==> src/rtl/systolic_mm_ctrl_pkg.sv <==
// Shared types and constants for the systolic matmul sequencer.
// Holds FSM state codes, fp8/bf16 zero encodings and the feed/counter sizing helpers.
package tpu_ctrl_pkg;

   typedef logic [2:0] state_t;

   localparam state_t ST_IDLE  = 3'd0;
   localparam state_t ST_CLEAR = 3'd1;
   localparam state_t ST_FEED  = 3'd2;
   localparam state_t ST_DRAIN = 3'd3;
   localparam state_t ST_DONE  = 3'd4;

   localparam logic [7:0]  FP8_ZERO  = 8'h00;
   localparam logic [15:0] BF16_ZERO = 16'h0000;

   // Length of the skewed wavefront: the last row/column starts N-1 cycles late
   // and the last element crosses N-1 more PEs.
   function automatic int feed_cycles(input int n, input int k);
      return k + 2 * (n - 1);
   endfunction

   function automatic int cnt_width(input int max_val);
      return ($clog2(max_val + 1) < 1) ? 1 : $clog2(max_val + 1);
   endfunction

endpackage

==> src/rtl/systolic_mm_ctrl_if.sv <==
// Host/array-side bundle of the systolic sequencer.
// The sequencer takes the slave view; the host, operand buffers and PE grid take the master view.
interface systolic_mm_ctrl_if #(
   parameter int N = 2,
   parameter int K = 2
);
   logic                start;
   logic [N*K*8-1:0]    a_mat;
   logic [K*N*8-1:0]    b_mat;
   logic [N*N*16-1:0]   c_flat;
   logic [N*8-1:0]      a_edge;
   logic [N*8-1:0]      b_edge;
   logic                pe_clear;
   logic                busy;
   logic                done;
   logic [N*N*16-1:0]   result;
   logic                result_valid;

   modport master (
      output start, a_mat, b_mat, c_flat,
      input  a_edge, b_edge, pe_clear, busy, done, result, result_valid
   );

   modport slave (
      input  start, a_mat, b_mat, c_flat,
      output a_edge, b_edge, pe_clear, busy, done, result, result_valid
   );
endinterface

==> src/rtl/systolic_mm_ctrl_skew_feeder.sv <==
// Skewed operand selector for the array edges: row i lags by i cycles, column j by j cycles.
// Element select is combinational on the upcoming feed index; the edges themselves are registered.
module systolic_skew_feeder
   import tpu_ctrl_pkg::*;
#(
   parameter int N  = 2,
   parameter int K  = 2,
   parameter int TW = 3
) (
   input  logic                clk,
   input  logic                rst_n,
   input  logic [N*K*8-1:0]    a_snap_i,
   input  logic [K*N*8-1:0]    b_snap_i,
   input  logic [TW-1:0]       t_i,
   input  logic                feed_en_i,
   output logic [N*8-1:0]      a_edge_o,
   output logic [N*8-1:0]      b_edge_o
);

   logic [N*8-1:0] a_edge_d, a_edge_q;
   logic [N*8-1:0] b_edge_d, b_edge_q;

   always_comb begin
      int ka;
      int kb;
      // NOTE: every output of this block is given a value before any branch, so no latch is inferred.
      a_edge_d = {N{FP8_ZERO}};
      b_edge_d = {N{FP8_ZERO}};
      ka       = 0;
      kb       = 0;
      for (int i = 0; i < N; i++) begin
         ka = int'(t_i) - i;
         if (feed_en_i && ka >= 0 && ka < K)
            a_edge_d[i*8 +: 8] = a_snap_i[(i*K + ka)*8 +: 8];
      end
      for (int j = 0; j < N; j++) begin
         kb = int'(t_i) - j;
         if (feed_en_i && kb >= 0 && kb < K)
            b_edge_d[j*8 +: 8] = b_snap_i[(kb*N + j)*8 +: 8];
      end
   end

   always_ff @(posedge clk or negedge rst_n) begin
      if (!rst_n) begin
         a_edge_q <= {N{FP8_ZERO}};
         b_edge_q <= {N{FP8_ZERO}};
      end else begin
         // NOTE: state registers use non-blocking assignments so all flops update together at the edge.
         a_edge_q <= a_edge_d;
         b_edge_q <= b_edge_d;
      end
   end

   assign a_edge_o = a_edge_q;
   assign b_edge_o = b_edge_q;

endmodule

==> src/rtl/systolic_mm_ctrl.sv <==
// Sequencer for an N x N output-stationary fp8/bf16 systolic array: snapshot operands,
// clear PEs, feed skewed wavefronts, wait out PE latency, capture the C tile.
module systolic_mm_ctrl
   import tpu_ctrl_pkg::*;
#(
   parameter int N      = 2,
   parameter int K      = 2,
   parameter int PE_LAT = 3
) (
   input  logic                  clk,
   input  logic                  rst_n,
   systolic_mm_ctrl_if.slave     bus
);

   localparam int F  = feed_cycles(N, K);
   localparam int TW = cnt_width(F);
   localparam int DW = cnt_width(PE_LAT);
   localparam logic [TW-1:0] T_LAST = TW'(F - 1);
   localparam logic [DW-1:0] D_LAST = DW'(PE_LAT - 1);

   state_t                state_q, state_d;
   logic [TW-1:0]         t_q, t_d;
   logic [DW-1:0]         d_q, d_d;
   logic [N*K*8-1:0]      a_snap_q;
   logic [K*N*8-1:0]      b_snap_q;
   logic                  pe_clear_q, busy_q, done_q, result_valid_q;
   logic [N*N*16-1:0]     result_q;
   logic [N*8-1:0]        a_edge_w, b_edge_w;
   logic                  accept;

   assign accept = (state_q == ST_IDLE) && bus.start;

   always_comb begin
      state_d = state_q;
      t_d     = t_q;
      d_d     = d_q;
      case (state_q)
         ST_IDLE:  if (accept) state_d = ST_CLEAR;
         ST_CLEAR: begin
            state_d = ST_FEED;
            t_d     = '0;
         end
         ST_FEED: begin
            if (t_q == T_LAST) begin
               state_d = ST_DRAIN;
               d_d     = '0;
            end else begin
               t_d = t_q + TW'(1);
            end
         end
         ST_DRAIN: begin
            if (d_q == D_LAST) state_d = ST_DONE;
            else               d_d     = d_q + DW'(1);
         end
         ST_DONE:  state_d = ST_IDLE;
         default:  state_d = ST_IDLE;
      endcase
   end

   // Outputs are registered from next-state so they line up with the state they describe.
   always_ff @(posedge clk or negedge rst_n) begin
      if (!rst_n) begin
         state_q        <= ST_IDLE;
         t_q            <= '0;
         d_q            <= '0;
         // NOTE: the operand snapshots and result tile are reset too; they are plain flops, not RAM,
         // and a defined zero after reset keeps an aborted run from leaking into the next one.
         a_snap_q       <= '0;
         b_snap_q       <= '0;
         result_q       <= {N*N{BF16_ZERO}};
         pe_clear_q     <= 1'b0;
         busy_q         <= 1'b0;
         done_q         <= 1'b0;
         result_valid_q <= 1'b0;
      end else begin
         state_q    <= state_d;
         t_q        <= t_d;
         d_q        <= d_d;
         pe_clear_q <= (state_d == ST_CLEAR);
         busy_q     <= (state_d != ST_IDLE);
         done_q     <= (state_q == ST_DONE);
         if (accept) begin
            a_snap_q <= bus.a_mat;
            b_snap_q <= bus.b_mat;
         end
         if (state_q == ST_DONE) begin
            result_q       <= bus.c_flat;
            result_valid_q <= 1'b1;
         end else if (accept) begin
            result_valid_q <= 1'b0;
         end
      end
   end

   systolic_skew_feeder #(
      .N  (N),
      .K  (K),
      .TW (TW)
   ) u_feeder (
      .clk       (clk),
      .rst_n     (rst_n),
      .a_snap_i  (a_snap_q),
      .b_snap_i  (b_snap_q),
      .t_i       (t_d),
      .feed_en_i (state_d == ST_FEED),
      .a_edge_o  (a_edge_w),
      .b_edge_o  (b_edge_w)
   );

   assign bus.a_edge       = a_edge_w;
   assign bus.b_edge       = b_edge_w;
   assign bus.pe_clear     = pe_clear_q;
   assign bus.busy         = busy_q;
   assign bus.done         = done_q;
   assign bus.result       = result_q;
   assign bus.result_valid = result_valid_q;

endmodule

==> src/flat_wrapper.sv <==
// flat-port wrapper written by rule: the top's interface ports become plain ports
module systolic_mm_ctrl_flat import tpu_ctrl_pkg::*;
#(
   parameter int N      = 2,
   parameter int K      = 2,
   parameter int PE_LAT = 3
)
  (clk, rst_n, bus_start, bus_a_mat, bus_b_mat, bus_c_flat, bus_a_edge, bus_b_edge, bus_pe_clear, bus_busy, bus_done, bus_result, bus_result_valid);
  systolic_mm_ctrl_if #(.N(N), .K(K)) bus_i ();
  input  logic clk;
  input  logic rst_n;
  input wire logic [$bits(bus_i.start)-1:0] bus_start;
  input wire logic [$bits(bus_i.a_mat)-1:0] bus_a_mat;
  input wire logic [$bits(bus_i.b_mat)-1:0] bus_b_mat;
  input wire logic [$bits(bus_i.c_flat)-1:0] bus_c_flat;
  output wire logic [$bits(bus_i.a_edge)-1:0] bus_a_edge;
  output wire logic [$bits(bus_i.b_edge)-1:0] bus_b_edge;
  output wire logic [$bits(bus_i.pe_clear)-1:0] bus_pe_clear;
  output wire logic [$bits(bus_i.busy)-1:0] bus_busy;
  output wire logic [$bits(bus_i.done)-1:0] bus_done;
  output wire logic [$bits(bus_i.result)-1:0] bus_result;
  output wire logic [$bits(bus_i.result_valid)-1:0] bus_result_valid;
  assign bus_i.start = bus_start;
  assign bus_i.a_mat = bus_a_mat;
  assign bus_i.b_mat = bus_b_mat;
  assign bus_i.c_flat = bus_c_flat;
  assign bus_a_edge = bus_i.a_edge;
  assign bus_b_edge = bus_i.b_edge;
  assign bus_pe_clear = bus_i.pe_clear;
  assign bus_busy = bus_i.busy;
  assign bus_done = bus_i.done;
  assign bus_result = bus_i.result;
  assign bus_result_valid = bus_i.result_valid;
  systolic_mm_ctrl #(.N(N), .K(K), .PE_LAT(PE_LAT)) u_core (.clk(clk), .rst_n(rst_n), .bus(bus_i));
endmodule
==> config.mk <==
export PLATFORM = sky130hd
export DESIGN_NAME = systolic_mm_ctrl_flat
export DESIGN_NICKNAME = d
export VERILOG_FILES = /design/src/rtl/systolic_mm_ctrl_pkg.sv /design/src/rtl/systolic_mm_ctrl_if.sv /design/src/rtl/systolic_mm_ctrl_skew_feeder.sv /design/src/rtl/systolic_mm_ctrl.sv /design/src/flat_wrapper.sv
export SDC_FILE = /design/constraint.sdc
export NUM_CORES = 1
export LEC_CHECK = 0
export ABC_AREA = 1
export CAP_MARGIN = 20
export CORE_MARGIN = 2
export CORE_UTILIZATION = 42
export DETAILED_ROUTE_END_ITERATION = 6
export PLACE_DENSITY = 0.76
export SETUP_SLACK_MARGIN = 0.4
export SLEW_MARGIN = 20
export SYNTH_ARGS = -nofsm -noshare
export SYNTH_HDL_FRONTEND = slang
export SYNTH_SLANG_ARGS = --single-unit
==> constraint.sdc <==
create_clock -name clk -period 2 [get_ports clk]
set_input_delay 0.4 -clock clk [delete_from_list [all_inputs] [get_ports clk]]
set_output_delay 0.4 -clock clk [all_outputs]
set_load 0.05 [all_outputs]
==> summary.txt <==
Run status
  – Status: finished clean

STA
  – Fin Clk Skew: 7.86 ps
  – Slew headroom: 0.694
  – Final setup violating endpoints: 0
  – Period utilization: 0.988
  – RSZ-0062 raised after global routing: yes
  – Final Hold Fails: 0
  – Fmax: 506 MHz
  – Slew Limit Fails: 0
  – Final min period: 1980 ps
  – Worst-margin pin slew: 459 ps

Drt
  – Avg WL per Cell: 14.7 um
  – Drt total wl: 19100 um
  – DR vias/cell: 4.70
  – 1st-iter DRT viols: 232
  – DR vias: 6122
  – Residual DRC: 0
  – Routed Antenna Nets: 0
  – Drt pass-1 iters: 4

Global routing
  – Met2 global-route usage: 0.366
  – Met1 Track Usage GR: 0.279
  – GR peak layer: met2
  – GR Util met3: 0.0514
  – First-pass GRT wire length: 30400 um
  – Vias in the first global route: 6126
  – GR Util All Layers: 0.216
  – Initial antenna violation count: 0
  – Gr ovfl total: 0
  – Largest net degree at the start of global routing: 74

Floorplan
  – Initial Util: 0.428
  – Total core area: 0.0165 sq mm
  – Total die area: 0.0178 sq mm
  – Std cell rows: 47
  – Ports: 231
  – Die Width: 134 um
  – Die height: 134 um

Placed design
  – # placed instances: 1252
  – DP Area: 0.00969 sq mm
  – Detailed placement HPWL: 13000 um
  – Port bufs: 230
  – GPL Wtd Cong: 0.800

Synth
  – Net Count, Synth: 946
  – Cell Area, Synth: 0.00705 sq mm
  – Synth top area cells: dfrtp_1 (61%), nand2_1 (25%), nand3_1 (1.6%)
  – Syn_area_per_cell: 8.68 sq um
  – FF+latch count, synth: 172
  – Yosys top cell by area: dfrtp_1
  – Distinct cells, synth: 24
  – Syn. warnings: 0
  – Seq/Total Area, Yosys: 0.611
  – Mapped Cells: 812
  – Top-area cell type share of the netlist area: 0.611

Critical path
  – Worst setup EP type: flop
  – CP required: 2340 ps
  – Crit Path Max Fanout: 8
  – CP Launch Type: flop
  – Crit path DAT: 2320 ps
  – Critical path class: flop to flop

Pwr
  – Overall power: 0.0200 W
  – Peak VDD IR: 1.04 mV
  – Static leakage power: 5.34 nW
  – Pwr per Cell Area: 1870 mW/mm^2

Clock tree
  – CTS tree: done
  – Root Driver: clkbuf_16
  – Clock latency on the worst-skew pair: 420 ps
  – CTS Buffer Depth: 2
  – TritonCTS buffer count: 17
  – Clk sink count: 172
  – Clock slew at reported path FFs: 60 ps
  – CTS H-tree lvls: 4

Final layout
  – Antenna fix cells: 0
  – Layout cells sized above 1: 0.214
  – Layout Nets: 1204
  – Design area: 0.0107 sq mm
  – Post-route non-filler standard cell count: 1302
  – Area grow syn2layout: 52.3%

Min path
  – Hold Path Class: input pin to async pin

Job
  – # Max-Cap Violations: 0
==> routing by layer <==
metal | vias to the layer above | share of wire
li1 | 2993 | -
met1 | 2877 | 0.42
met2 | 233 | 0.50
met3 | 19 | 0.075
met4 | 0 | 0.013
met5 | - | 0
==> flip-flops by register name, summed over array words and instances (netlist names) <==
register                  flops
u_core.bus.result            64
u_core.a_snap_q              32
u_core.b_snap_q              32
u_core.u_feeder.a_edge_o     16
u_core.u_feeder.b_edge_o     16
u_core.state_q                3
u_core.t_q                    3
u_core.d_q                    2
u_core.bus.busy               1
u_core.bus.done               1
u_core.bus.pe_clear           1
u_core.bus.result_valid       1
==> where the power goes <==
group | internal (W) | switching (W) | total [W]
clock | 0.00225 | 0.00133 | 0.00358
combinational | 0.00357 | 0.00698 | 0.0105
sequential | 0.00501 | 0.000877 | 0.00589
==> cells in the mapped netlist <==
cell type / n
dfrtp_1: 172
clkbuf_1: 11
inv_1: 21
buf_2: 19
buf_4: 3
nor3_1: 1
ha_1: 3
nor2_4: 5
buf_6: 2
nand3_2: 2
nand2_2: 8
o31ai_1: 1
and2_1: 1
nand3_1: 22
a21oi_1: 16
nand2_1: 476
nand3_4: 3
o211ai_1: 1
inv_2: 7
nor2_2: 1
nand2_4: 5
a21oi_2: 10
nor2_1: 21
xnor2_1: 1
==> cells by family (layout without fill, tap and decap cells) <==
| kind of cell | Yosys count | after routing | synth area share |
|---|---|---|---|
| buf+inv | 63 | 332 | 0.0407 |
| fa+ha+maj | 3 | 3 | 0.00533 |
| xor+xnor | 1 | 1 | 0.00124 |
| simple gates | 545 | 546 | 0.316 |
| flops | 172 | 172 | 0.611 |
| compound gates | 28 | 28 | 0.0259 |
==> timing repair <==
item	in CTS	in global routing
setup endpoints to repair	247	154
hold buffers	1	0
pin swaps	14	4
setup buffers	10	5
endpoints found under the hold margin	30	0
resized for setup	288	23
cloned	1	2
==> cell type report <==
type,count,area [sq um]
Sequential cell,172,4310
Multi-Input combinational cell,578,2580
Clock buffer,21,450
Fill cell,1326,5730
Inverter,28,118
Tap cell,220,275
Clock inverter,10,189
Timing Repair Buffer,273,2810
==> worst max-delay path: stages (launching register included) <==
cell and delay (ps):
dfrtp_2 430, ha_4 180, nand2_4 90, nand2_4 50, nand3_4 90, nand2_4 70
nor2_4 170, xnor2_1 150, ha_1 260, nor2_2 130, nand3_4 150, nor2_2 140
==> path summary, 6_finish.rpt <==
path	from	endpoint	slack, ps	depth (start not counted)
max in group asynchronous	rst_n	u_core.bus.result[18]$_DFFE_PN0P_	880	3
worst max register to register	u_core.t_q[0]$_DFF_PN0_	u_core.u_feeder.a_edge_o[13]$_DFF_PN0_	20	11
min in group clk	u_core.bus.result[5]$_DFFE_PN0P_	u_core.bus.result[5]$_DFFE_PN0P_	470	2
worst max-delay path	u_core.t_q[0]$_DFF_PN0_	u_core.u_feeder.a_edge_o[13]$_DFF_PN0_	20	11
worst min-delay path	rst_n	u_core.b_snap_q[17]$_DFFE_PN0P_	430	2
worst min register to register	u_core.bus.result[5]$_DFFE_PN0P_	u_core.bus.result[5]$_DFFE_PN0P_	470	2
==> through the flow <==
| step | setup WS (ps) | setup TNS [ps] | hold slack [ps] | utilization |
|---|---|---|---|---|
| 2_1_floorplan | 8.16 | 0 | 104 | - |
| 3_3_place_gp | 54.9 | 0 | 305 | 0.589 |
| 3_5_place_dp | -75.2 | -473 | 305 | 0.589 |
| 4_1_cts | -32.5 | -100 | 423 | 0.644 |
| 5_1_grt | -91.9 | -666 | 436 | 0.652 |
| 6_report | 23.8 | 0 | 431 | 0.652 |
==> layout by cell type, fill, tap and decap left out, drive strengths merged <==
| master | Yosys | layout |
|---|---|---|
| nand2 | 489 | 490 |
| dfrtp | 172 | 172 |
| clkdlybuf4s50 | 0 | 129 |
| clkdlybuf4s15 | 0 | 86 |
| buf | 24 | 52 |
| inv | 28 | 29 |
| nand3 | 27 | 27 |
| nor2 | 27 | 27 |
| a21oi | 26 | 26 |
| clkbuf | 11 | 23 |
| bufinv | 0 | 5 |
| clkdlybuf4s18 | 0 | 3 |
| ha | 3 | 3 |
| clkinv | 0 | 3 |
| and2 | 1 | 1 |
| nor3 | 1 | 1 |
| xnor2 | 1 | 1 |
| o211ai | 1 | 1 |
| o31ai | 1 | 1 |
| clkinvlp | 0 | 1 |
| dlygate4sd3 | 0 | 1 |
(Power assumes the default switching activity.)
